`src/rtl/sfx_scheduler.sv`:
```
// Sound-effect scheduler: arbitrates NUM_SRC requesters onto the single
// speaker tone path. Each granted effect plays for a programmed number of
// sample ticks with optional linear decay, followed by a silent gap.
module sfx_scheduler #(
   parameter int NUM_SRC     = 4,
   parameter int LEN_W       = 16,
   parameter int GAP_TICKS   = 8,
   parameter int DECAY_TICKS = 0,
   parameter int MAX_LEVEL   = 27
) (
   input  logic                     Clk,
   input  logic                     reset_n,
   input  logic                     sample_tick,
   input  logic [NUM_SRC-1:0]       req,
   input  logic [5*NUM_SRC-1:0]     req_level,
   input  logic [LEN_W*NUM_SRC-1:0] req_len,
   output logic [4:0]               Sound,
   output logic                     active,
   output logic [NUM_SRC-1:0]       grant,
   output logic [NUM_SRC-1:0]       done
);

   localparam int IDX_W = (NUM_SRC > 1) ? $clog2(NUM_SRC) : 1;
   localparam int CNT_W = 16;

   typedef enum logic [1:0] {
      IDLE = 2'd0,
      PLAY = 2'd1,
      GAP  = 2'd2
   } state_t;

   state_t                        state_q, state_d;
   logic [NUM_SRC-1:0]            pending_q, pending_d;
   logic [NUM_SRC-1:0][4:0]       lvl_q, lvl_d;
   logic [NUM_SRC-1:0][LEN_W-1:0] len_q, len_d;
   logic [IDX_W-1:0]              owner_q, owner_d;
   logic [LEN_W-1:0]              remain_q, remain_d;
   logic [CNT_W-1:0]              gap_cnt_q, gap_cnt_d;
   logic [CNT_W-1:0]              decay_cnt_q, decay_cnt_d;
   logic [4:0]                    sound_q, sound_d;
   logic                          active_q, active_d;
   logic [NUM_SRC-1:0]            grant_q, grant_d;
   logic [NUM_SRC-1:0]            done_q, done_d;

   logic                          any_pend_s;
   logic [IDX_W-1:0]              top_idx_s;
   logic                          start_s;

   // Levels above MAX_LEVEL would read as silence downstream, so pin them.
   function automatic logic [4:0] clamp_level(input logic [4:0] lvl);
      if (lvl > 5'(MAX_LEVEL)) begin
         clamp_level = 5'(MAX_LEVEL);
      end else begin
         clamp_level = lvl;
      end
   endfunction

   // Priority encoder: highest-index pending requester wins.
   always_comb begin
      any_pend_s = 1'b0;
      top_idx_s  = {IDX_W{1'b0}};
      for (int i = 0; i < NUM_SRC; i++) begin
         if (pending_q[i]) begin
            any_pend_s = 1'b1;
            top_idx_s  = IDX_W'(i);
         end else begin
            any_pend_s = any_pend_s;
         end
      end
   end

   // Next-state, sequencing and request-capture logic.
   always_comb begin
      state_d     = state_q;
      pending_d   = pending_q;
      lvl_d       = lvl_q;
      len_d       = len_q;
      owner_d     = owner_q;
      remain_d    = remain_q;
      gap_cnt_d   = gap_cnt_q;
      decay_cnt_d = decay_cnt_q;
      sound_d     = sound_q;
      grant_d     = grant_q;
      done_d      = {NUM_SRC{1'b0}};
      start_s     = 1'b0;

      case (state_q)
         IDLE: begin
            if (any_pend_s) begin
               start_s = 1'b1;
            end else begin
               sound_d = 5'd0;
               grant_d = {NUM_SRC{1'b0}};
            end
         end
         PLAY: begin
            // A pending entry at or above the owner covers both preempt and retrigger.
            if (any_pend_s && (top_idx_s >= owner_q)) begin
               start_s = 1'b1;
            end else if (sample_tick) begin
               if (remain_q == LEN_W'(1)) begin
                  done_d[owner_q] = 1'b1;
                  sound_d         = 5'd0;
                  grant_d         = {NUM_SRC{1'b0}};
                  gap_cnt_d       = {CNT_W{1'b0}};
                  if (GAP_TICKS > 0) begin
                     state_d = GAP;
                  end else begin
                     state_d = IDLE;
                  end
               end else begin
                  if (remain_q > LEN_W'(1)) begin
                     remain_d = remain_q - LEN_W'(1);
                  end else begin
                     remain_d = remain_q;
                  end
                  if (DECAY_TICKS > 0) begin
                     if (decay_cnt_q >= CNT_W'(DECAY_TICKS - 1)) begin
                        decay_cnt_d = {CNT_W{1'b0}};
                        if (sound_q != 5'd0) begin
                           sound_d = sound_q - 5'd1;
                        end else begin
                           sound_d = 5'd0;
                        end
                     end else begin
                        decay_cnt_d = decay_cnt_q + CNT_W'(1);
                     end
                  end else begin
                     decay_cnt_d = {CNT_W{1'b0}};
                  end
               end
            end else begin
               remain_d = remain_q;
            end
         end
         GAP: begin
            // Pending requests, whatever their priority, wait for the gap to expire.
            if (sample_tick) begin
               if (gap_cnt_q >= CNT_W'(GAP_TICKS - 1)) begin
                  state_d = IDLE;
               end else begin
                  gap_cnt_d = gap_cnt_q + CNT_W'(1);
               end
            end else begin
               gap_cnt_d = gap_cnt_q;
            end
         end
         default: begin
            state_d = IDLE;
            sound_d = 5'd0;
            grant_d = {NUM_SRC{1'b0}};
         end
      endcase

      if (start_s) begin
         state_d              = PLAY;
         owner_d              = top_idx_s;
         grant_d              = {{(NUM_SRC-1){1'b0}}, 1'b1} << top_idx_s;
         sound_d              = lvl_q[top_idx_s];
         remain_d             = len_q[top_idx_s];
         decay_cnt_d          = {CNT_W{1'b0}};
         pending_d[top_idx_s] = 1'b0;
      end else begin
         owner_d = owner_q;
      end

      // Capture runs after the grant clear so a same-cycle request is kept.
      for (int i = 0; i < NUM_SRC; i++) begin
         if (req[i] && (req_len[i*LEN_W +: LEN_W] != {LEN_W{1'b0}})) begin
            pending_d[i] = 1'b1;
            lvl_d[i]     = clamp_level(req_level[i*5 +: 5]);
            len_d[i]     = req_len[i*LEN_W +: LEN_W];
         end else begin
            pending_d[i] = pending_d[i];
         end
      end

      active_d = (state_d == PLAY);
   end

   // State and output registers; reset silences the speaker immediately.
   always_ff @(posedge Clk or negedge reset_n) begin
      if (!reset_n) begin
         state_q     <= IDLE;
         pending_q   <= {NUM_SRC{1'b0}};
         lvl_q       <= {(NUM_SRC*5){1'b0}};
         len_q       <= {(NUM_SRC*LEN_W){1'b0}};
         owner_q     <= {IDX_W{1'b0}};
         remain_q    <= {LEN_W{1'b0}};
         gap_cnt_q   <= {CNT_W{1'b0}};
         decay_cnt_q <= {CNT_W{1'b0}};
         sound_q     <= 5'd0;
         active_q    <= 1'b0;
         grant_q     <= {NUM_SRC{1'b0}};
         done_q      <= {NUM_SRC{1'b0}};
      end else begin
         state_q     <= state_d;
         pending_q   <= pending_d;
         lvl_q       <= lvl_d;
         len_q       <= len_d;
         owner_q     <= owner_d;
         remain_q    <= remain_d;
         gap_cnt_q   <= gap_cnt_d;
         decay_cnt_q <= decay_cnt_d;
         sound_q     <= sound_d;
         active_q    <= active_d;
         grant_q     <= grant_d;
         done_q      <= done_d;
      end
   end

   assign Sound  = sound_q;
   assign active = active_q;
   assign grant  = grant_q;
   assign done   = done_q;

endmodule

```
`config.mk`:
```
export PLATFORM = sky130hd
export DESIGN_NAME = sfx_scheduler
export DESIGN_NICKNAME = d
export VERILOG_FILES = /design/src/rtl/sfx_scheduler.sv
export SDC_FILE = /design/constraint.sdc
export NUM_CORES = 1
export LEC_CHECK = 0
export CAP_MARGIN = 20
export CORE_MARGIN = 5
export CORE_UTILIZATION = 58
export DETAILED_ROUTE_END_ITERATION = 8
export HOLD_SLACK_MARGIN = 0.05
export PLACE_DENSITY = 0.95
export SYNTH_ARGS = -nofsm -noshare
export SYNTH_HDL_FRONTEND = slang
export SYNTH_SLANG_ARGS = --single-unit
```
`constraint.sdc`:
```
create_clock -name Clk -period 5.2 [get_ports Clk]
set_input_delay 1.3 -clock Clk [delete_from_list [all_inputs] [get_ports Clk]]
set_output_delay 1.3 -clock Clk [all_outputs]
set_load 0.01 [all_outputs]
```
# Word level (Yosys, flattened, before mapping)
# Index checks and enable logic that the tools add are counted.
# totals
input_bits	91
elab_cells	137
register_bits	138
output_inout_bits	14
# op_classes
n_addsub	2
bitwise_logic	2
mux	62
n_reduce_logical	23
n_eq_ne	16
shifts	1
n_lt_le_gt_ge	11
# ops
op	count
16-bit 2-to-1 mux	12
16-bit nonzero test	4
5-bit 2-to-1 mux	10
4-bit 2-to-1 mux	10
16-bit binary-select mux with 2-bit select	1
16-bit one-hot mux with 2 select lines	1
5-bit greater-than comparator (second input constant)	4
16-bit by 1-bit adder with 16-bit output (second input constant)	1
16-bit by 1-bit equality test with 1-bit output (second input constant)	1
16-bit by 3-bit greater-or-equal comparator with 1-bit output (second input constant)	1
16-bit by 1-bit greater-than comparator with 1-bit output (second input constant)	1
2-bit 2-to-1 mux	8
2-bit != test (second input constant)	8
2-bit nonzero test	8
16-bit by 1-bit subtractor with 16-bit output (second input constant)	1
5-bit one-hot mux with 3 select lines	1
1-bit 2-to-1 mux	13
3-bit != test (second input constant)	4
4-bit one-hot mux with 3 select lines	1
5-bit binary-select mux with 2-bit select	1
5-bit AND reduction	2
1-bit logical AND	7
2-bit by 3-bit < comparator with 1-bit output (second input constant)	2
2-bit one-hot mux with 3 select lines	1
11 further kinds	14

# Logic depth before layout (Yosys ltp)
# Gate-level depths: netlist (run 1).
# depth
depth_word	11
depth_mapped	11
mapped_depth_nobuf	9

# Least setup slack after synthesis (run 1)
# No wires, ideal clock.
# synth_path
path_type	reg2reg
from	register pending_q[1]
to	register remain_q[7]
period_less_slack_ps	2849
arrival_ps	2723
required_time_ps	5074
n_path_buf	2
path_stages_with_launch	11
setup_slack_ps	2351
setup_time_ps	126
cell_sequence	dfrtp_1 buf_2 clkbuf_1 a21oi_1 ha_1 nand2b_1 a21oi_2 o21ai_2 or2_4 or3_1 a311o_1
# synth_via
elab_chain_len	9
word_cells_on_any_way	20
classes_between	order compare (1); eq/ne (2); mux (12); reduce/logical (5)
# synth_lines
element	line	rtl
from (decl)	33	logic [NUM_SRC-1:0] pending_q, pending_d;
from (signal assigned)	185	pending_q <= {NUM_SRC{1'b0}};
from (signal assigned)	198	pending_q <= pending_d;
1-bit 2-to-1 mux	63	if (pending_q[i]) begin
2-bit 2-to-1 mux (2 in a row)	63	
2-bit greater-or-equal comparator	98	if (any_pend_s && (top_idx_s >= owner_q)) begin
1-bit logical AND	98	
1-bit 2-to-1 mux	98	
1-bit one-hot mux with 2 select lines	87	case (state_q)
2-bit != test (no line) or 2-bit nonzero test (tied branches)	--	
5-bit AND reduction (no line)	--	
to (signal assigned)	189	remain_q <= {LEN_W{1'b0}};
to (signal assigned)	202	remain_q <= remain_d;
to (decl)	37	logic [LEN_W-1:0] remain_q, remain_d;
# Several ways; a longest one is shown, not always the timed one. The select of a mux whose other input is x is not followed.
# A chain may end at the register's enable or synchronous reset.

# Worst setup path in the final report (run 1)
# layout_path
from	register pending_q[2]
to	register sound_q[0] (netlist: Sound[0])
# layout_via
elab_chain_len	8
word_cells_on_any_way	18
classes_between	order compare (1); eq/ne (5); mux (10); reduce/logical (2)
# layout_lines
element	line	rtl
2-bit 2-to-1 mux (2 in a row)	63	
2-bit greater-or-equal comparator	98	
1-bit logical AND	98	
1-bit 2-to-1 mux	98	
1-bit one-hot mux with 2 select lines	87	
3-bit != test (no line) or 2-bit != test (tied branches)	--	
5-bit AND reduction (no line)	--	
to (signal assigned)	205	sound_q <= sound_d;
to (decl)	40	logic [4:0] sound_q, sound_d;
# Several ways; a longest one is shown, not always the timed one. The select of a mux whose other input is x is not followed.

==> results_dict.tcl, run 1 <==
set metrics [dict create \
    io-pin-count 105 \
    routed-via-count 5190 \
    cts_inserted_buffers 17 \
    antenna_found_initial 0 \
    cts.sinks 138 \
    reg2reg_depth 9 \
    setup-tns-final_ns 0 \
    synthTopCellsByCount "138 x dfrtp_1, 70 x mux2_2, 46 x nor2_1" \
    io_buffers 104 \
    final_nets 768 \
    end_kind "register" \
    fmax_ghz 0.234 \
    ys_types 59 \
    ant_nets 0 \
    ir_drop_v 0.000295 \
    synth.most_common_cell "dfrtp_1" \
    p_comb_frac 0.288 \
    drive_above_1_share 0.175 \
    start_util 0.589 \
    drv_cap 0 \
    grt_pass1_vias 5430 \
    first_pass_iters 5 \
    finalHoldViolCount 0 \
    clk_latency_ns 0.53 \
    hold_path_class "reg2reg" \
    synthMuxAreaShare 0.151 \
    ctsResizeCount 0 \
    ys_ff_latch 138 \
    internal-power_mw 2.51 \
    synthCells 566 \
    cp_max_fo 32 \
    skew_ns 0.00729 \
    viasPerCell 6.30 \
    gr-total-overflow 0 \
    synth-async-reset-ratio 1.00 \
    period_needed_ns 4.28 \
    die-area_mm2 0.0132 \
    synth.yosys.seq_area_share 0.543 \
    fin_cells 824 \
    synth_top_family_by_area "multiplexers" \
    routedWlPerCell_um 21.8 \
    pwr-share-clk 0.330 \
    setup.worst_path.class "reg2reg" \
    cp.required_ns 5.66 \
    grt_pass1_wl_um 28900 \
    status "finished clean" \
    slew_headroom 0.311 \
    drt_iter0_drc 521 \
    synth_edf_count 0 \
    synth_nets 662 \
    hold_path_depth 1 \
    crit_arrival_ns 4.74 \
    swShare 0.335 \
    syn_area_mm2 0.00636 \
    clkTransAtPathRegs_ns 0.06 \
    cts_root_buffer "clkbuf_8" \
    drv_slew 0 \
    multiInputGateArea_mm2 0.00277 \
    synth-adder-area-share 0.00983 \
    synth-simple-area-share 0.121 \
    synth_compound_area_frac 0.134 \
    rows 38 \
    cts_hold_buf 0 \
    ys.warnings.count 0 \
    h-tree-depth 4 \
    seq_area_mm2 0.00345 \
    syn_to_final_growth_pct 28.6 \
    post-route-period-util 0.823 \
    setup_viol 0 \
    cts_tree "done" \
    gr-usage-all-layers 0.289 \
    syn_area_per_cell_um2 11.2 \
    synth_flop_cell "dfrtp_1" \
    seqPwrFrac 0.383 \
    fill_cells 625 \
    cts_setup_buffers 0 \
    rsz0062_at_grt "false" \
    antennaDiodeCount 0 \
    synthTopCellsByArea "dfrtp_1 54%, mux2_2 12%, a21oi_1 2.9%" \
    dp.cells 791 \
    synth_top_cell_area_share 0.543 \
    clk_path_buf_depth 2 \
    die_w_um 115 \
    drc_errors 0 \
    worst_setup_path_start_kind "register" \
    whs_ns 0.486 \
    post-route-util 0.758 \
    powerDensity_mw_per_mm2 461 \
    routabilityCongestion 0.911 \
    routed_wl_um 18000 \
    worst_pin_slew_ns 1.03 \
    p_switching_mw 1.26 \
    coreArea_mm2 0.0108 \
    fp.dieH_um 115 \
    synth_xor_area_frac 0.0151 \
    cellLeakagePower_nw 3.53 \
    hpwlAfterDp_um 12300 \
    yosysTopAreaCell "dfrtp_1" \
    grt_max_degree 64 \
]
power groups by stage:
stage          registers [mW]  logic [mW]  clock network (mW)
2_1_floorplan            1.38       0.694                   0
5_1_grt                  1.46        1.17                1.30
4_1_cts                  1.43        1.06                1.24
6_report                 1.44        1.09                1.24
3_5_place_dp             1.44        1.02                   0
3_3_place_gp             1.43       0.975                   0
registers in the layout, indices dropped and copies added (netlist names):
register and count:
active 1, done 4, lvl_q 20, state_q 2, len_q 64, remain_q 16
pending_q 4, Sound 5, gap_cnt_q 16, owner_q 2, grant 4
kinds of logic after synthesis:
| kind of cell | count (synthesis) |
|---|---|
| AND/OR/NAND/NOR | 152 |
| flip-flops | 138 |
| AO/OA/AOI/OAI | 130 |
| multiplexers | 87 |
| buffers and inverters | 43 |
| XOR/XNOR | 11 |
| adder cells (fa/ha/maj) | 5 |
cell type report:
cell class	count	share of cell area
clock buffer	20	0.0532
clock inverter	11	0.0210
inverter	18	0.00826
multi-input combinational	385	0.338
sequential	138	0.422
tap	140	0.0214
timing repair buffer	112	0.136
stage by stage:
step           power, mW  setup slack (ns)  instance area [um^2]
6_report            3.77             0.922                  8180
5_1_grt             3.93             0.717                  8180
4_1_cts             3.74              1.12                  8150
3_5_place_dp        2.47              1.23                  7540
3_3_place_gp        2.41              1.46                  7540
2_1_floorplan       2.08              2.35                  6360
path summary, 6_finish.rpt:
check | startpoint | end | slack, ns
worst max-delay path | pending_q[2] | Sound[0] | 0.92
worst min-delay path | gap_cnt_q[4] | gap_cnt_q[4] | 0.49
worst max register to register | pending_q[2] | Sound[0] | 0.92
worst min register to register | gap_cnt_q[4] | gap_cnt_q[4] | 0.49
max in group asynchronous | reset_n | len_q[26] | 3.31
min in group asynchronous | reset_n | gap_cnt_q[7] | 0.86
critical path: stages (launching register included):
cell	delay, ns
dfrtp_1	1.03
clkinv_1	0.58
a21oi_1	0.32
ha_1	0.26
nand2b_1	0.15
a21oi_2	0.30
a21o_1	0.34
nor2_1	0.25
a21oi_1	0.69
a22o_1	0.27
routing by layer:
metal  GRT usage  wire (um)
met5           0          0
met4       0.119        699
met3      0.0719       1490
met2       0.477       8880
met1       0.367       6910
cells in the final DEF, fill, tap and decap left out, drive strengths merged, types with 3 or more instances in the layout:
master         count
mux2              70
nand3              7
buf                9
a21oi             38
a41oi              5
mux2i             17
nor3              15
o21ai             25
clkbuf            20
a22oi              5
o22ai              4
ha                 5
a31oi             12
nand2b             3
and3               4
inv               17
nor4              21
nor2              47
dfrtp            138
a22o               9
a21o               4
xnor2             10
bufinv             4
and2              15
a211oi            10
nand2             27
clkdlybuf4s50    103
clkinv             6
(Power assumes the default switching activity.)
==> run 2, diff against run 1 <==
--- a/config.mk
+++ b/config.mk
@@ -7,10 +7,10 @@
 export LEC_CHECK = 0
 export CAP_MARGIN = 20
 export CORE_MARGIN = 5
-export CORE_UTILIZATION = 58
+export CORE_UTILIZATION = 53
 export DETAILED_ROUTE_END_ITERATION = 8
 export HOLD_SLACK_MARGIN = 0.05
-export PLACE_DENSITY = 0.95
+export PLACE_DENSITY = 0.9
 export SYNTH_ARGS = -nofsm -noshare
 export SYNTH_HDL_FRONTEND = slang
 export SYNTH_SLANG_ARGS = --single-unit
==> constraint.sdc (replaced) <==
create_clock -name Clk -period 4.3 [get_ports Clk]
set_input_delay 1.075 -clock Clk [delete_from_list [all_inputs] [get_ports Clk]]
set_output_delay 1.075 -clock Clk [all_outputs]
set_load 0.01 [all_outputs]
==> run 2 against run 1 <==
  * First-iteration DRC count fell by 9.0%
  * Combinational power rose by 20%
  * Power rose by 21%
  * Largest power group unchanged
  * Final cell count rose by 1.3%
  * Core utilization fell by 6.5 points
==> results_dict.tcl, run 2 (synthesis gave the netlist of run 1 again) <==
set metrics [dict create \
    r2r_start "pending_q[2]" \
    final_common_cell "dfrtp_1" \
    grt_pass1_vias 5430 \
    cp_max_fo 11 \
    fp.dieH_um 120 \
    io_buffers 104 \
    ctsResizeCount 0 \
    totalPowerFinal_mw 4.57 \
    p_switching_mw 1.51 \
    pwr-share-clk 0.339 \
    setup_viol 0 \
    ant_nets 0 \
    slew_headroom 0.347 \
    routedWlPerCell_um 20.7 \
    drv_cap 0 \
    period_needed_ns 3.46 \
    cellLeakagePower_nw 3.55 \
    syn_to_final_growth_pct 29.8 \
    min-delay-start "owner_q[1]" \
    largest_register_ffs 64 \
    post-route-period-util 0.805 \
    rsz0062_at_grt "false" \
    status "finished clean" \
    cp.required_ns 4.66 \
    cpMostUsedCell "a21oi_1" \
    worst_pin_slew_ns 0.979 \
    gr-usage-all-layers 0.250 \
    clk_path_buf_depth 2 \
    drc_errors 0 \
    powerDensity_mw_per_mm2 553 \
    slowest_stage "a21oi_1" \
    path_cells "clkinv_1 > a21oi_1 > ha_1 > nand2b_1 > a21oi_2 > a21o_1 > nor2_1 > a21oi_1 > a22o_1" \
    final_nets 771 \
    final_cell_mix "138 x dfrtp_1, 103 x clkdlybuf4s50_1, 70 x mux2_2, 46 x nor2_1, 37 x a21oi_1" \
    crit_arrival_ns 3.82 \
    ir_drop_v 0.000447 \
    die-area_mm2 0.0143 \
    cts.sinks 138 \
    reg2reg_depth 9 \
    io-pin-count 105 \
    stdcell_area_mm2 0.00826 \
    end_kind "register" \
    rows 40 \
    whs_ns 0.483 \
    drive_above_1_share 0.182 \
    top_regs "len_q: 64 flops, lvl_q: 20 flops" \
    finalHoldViolCount 0 \
    worst_setup_path_start_kind "register" \
    worstHoldEndpoint "done[0]" \
    hold_path_class "reg2reg" \
    coreArea_mm2 0.0119 \
    routed_wl_um 17300 \
    first_pass_iters 5 \
    grt_max_degree 83 \
    cts_root_buffer "clkbuf_16" \
    clk_latency_ns 0.43 \
    cts_hold_buf 0 \
    skew_ns 0.00780 \
    regMostFlops "len_q" \
    antenna_found_initial 0 \
    h-tree-depth 4 \
    dpl_cell_area_mm2 0.00758 \
    max_stage_delay_ns 0.82 \
    ff2ff_setup_slack_ns 0.84 \
    rr_endpoint "Sound[3]" \
    clkTransAtPathRegs_ns 0.06 \
    setup.worst_path.class "reg2reg" \
    cts_inserted_buffers 17 \
    gr-total-overflow 0 \
    internal-power_mw 3.06 \
    cts_tree "done" \
    drt_iter0_drc 474 \
    setup-tns-final_ns 0 \
    grt_pass1_wl_um 27700 \
    cts_setup_buffers 0 \
    p_comb_frac 0.288 \
    viasPerCell 6.21 \
    start_util 0.534 \
    antennaDiodeCount 0 \
    swShare 0.330 \
    hold_path_depth 1 \
    hpwlAfterDp_um 12100 \
    seqPwrFrac 0.373 \
    fmax_ghz 0.289 \
    routed-via-count 5187 \
    die_w_um 120 \
    routabilityCongestion 0.859 \
    drv_slew 0 \
]
## run 2: area by class of cell
cell class              instances  area, um^2
clock buffers                  18         429
clock inverters                14         198
fillers                       789        3650
inverters                      18        67.6
multi-input cells             385        2770
flip-flops and latches        138        3450
well taps                     147         184
repair buffers                115        1160
## run 2: worst max-delay path, delay by kind of cell, from the launching register on
family                     cells  cell delay, ns
buffers and inverters          1            0.30
adders and majority gates      1            0.27
and+or+nand+nor                2            0.43
DFF                            1            0.35
AOI/OAI and AO/OA              5            2.05
## run 2: worst max path at each step
| stage | depth (start not counted) | start | slack, ns | to |
|---|---|---|---|---|
| 2_1_floorplan | 10 | pending_q[1] | 1.45 | remain_q[7] |
| 5_1_grt | 9 | pending_q[2] | 0.68 | Sound[2] |
| 3_5_place_dp | 4 | req_len[40] | 1.02 | len_q[38] |
| 6_report | 9 | pending_q[2] | 0.84 | Sound[3] |
| 4_1_cts | 9 | pending_q[2] | 0.92 | Sound[3] |
| 3_3_place_gp | 4 | req_len[10] | 0.96 | len_q[13] |
## run 2: metrics by stage
stage / worst slack, ns / utilization / std cells
floorplan: 1.45 / - / 566
global placement: 0.962 / 0.635 / 799
detailed placement: 1.02 / 0.636 / 800
CTS: 0.918 / 0.689 / 832
global route: 0.679 / 0.693 / 835
finish: 0.837 / 0.693 / 835
## run 2: power groups by stage
stage	Combinational (mW)	Clock (mW)	Sequential, mW
4_1_cts	1.30	1.55	1.70
6_report	1.31	1.55	1.70
3_3_place_gp	1.21	0	1.70
3_5_place_dp	1.27	0	1.71
2_1_floorplan	0.840	0	1.67
5_1_grt	1.43	1.62	1.73
## run 2: routing by layer
layer	GRT usage	wire length, um	vias to the layer above
met5	0	0	-
met4	0.145	887	0
met3	0.0636	1140	71
met2	0.417	8590	253
met1	0.295	6640	2566
li1	-	-	2297
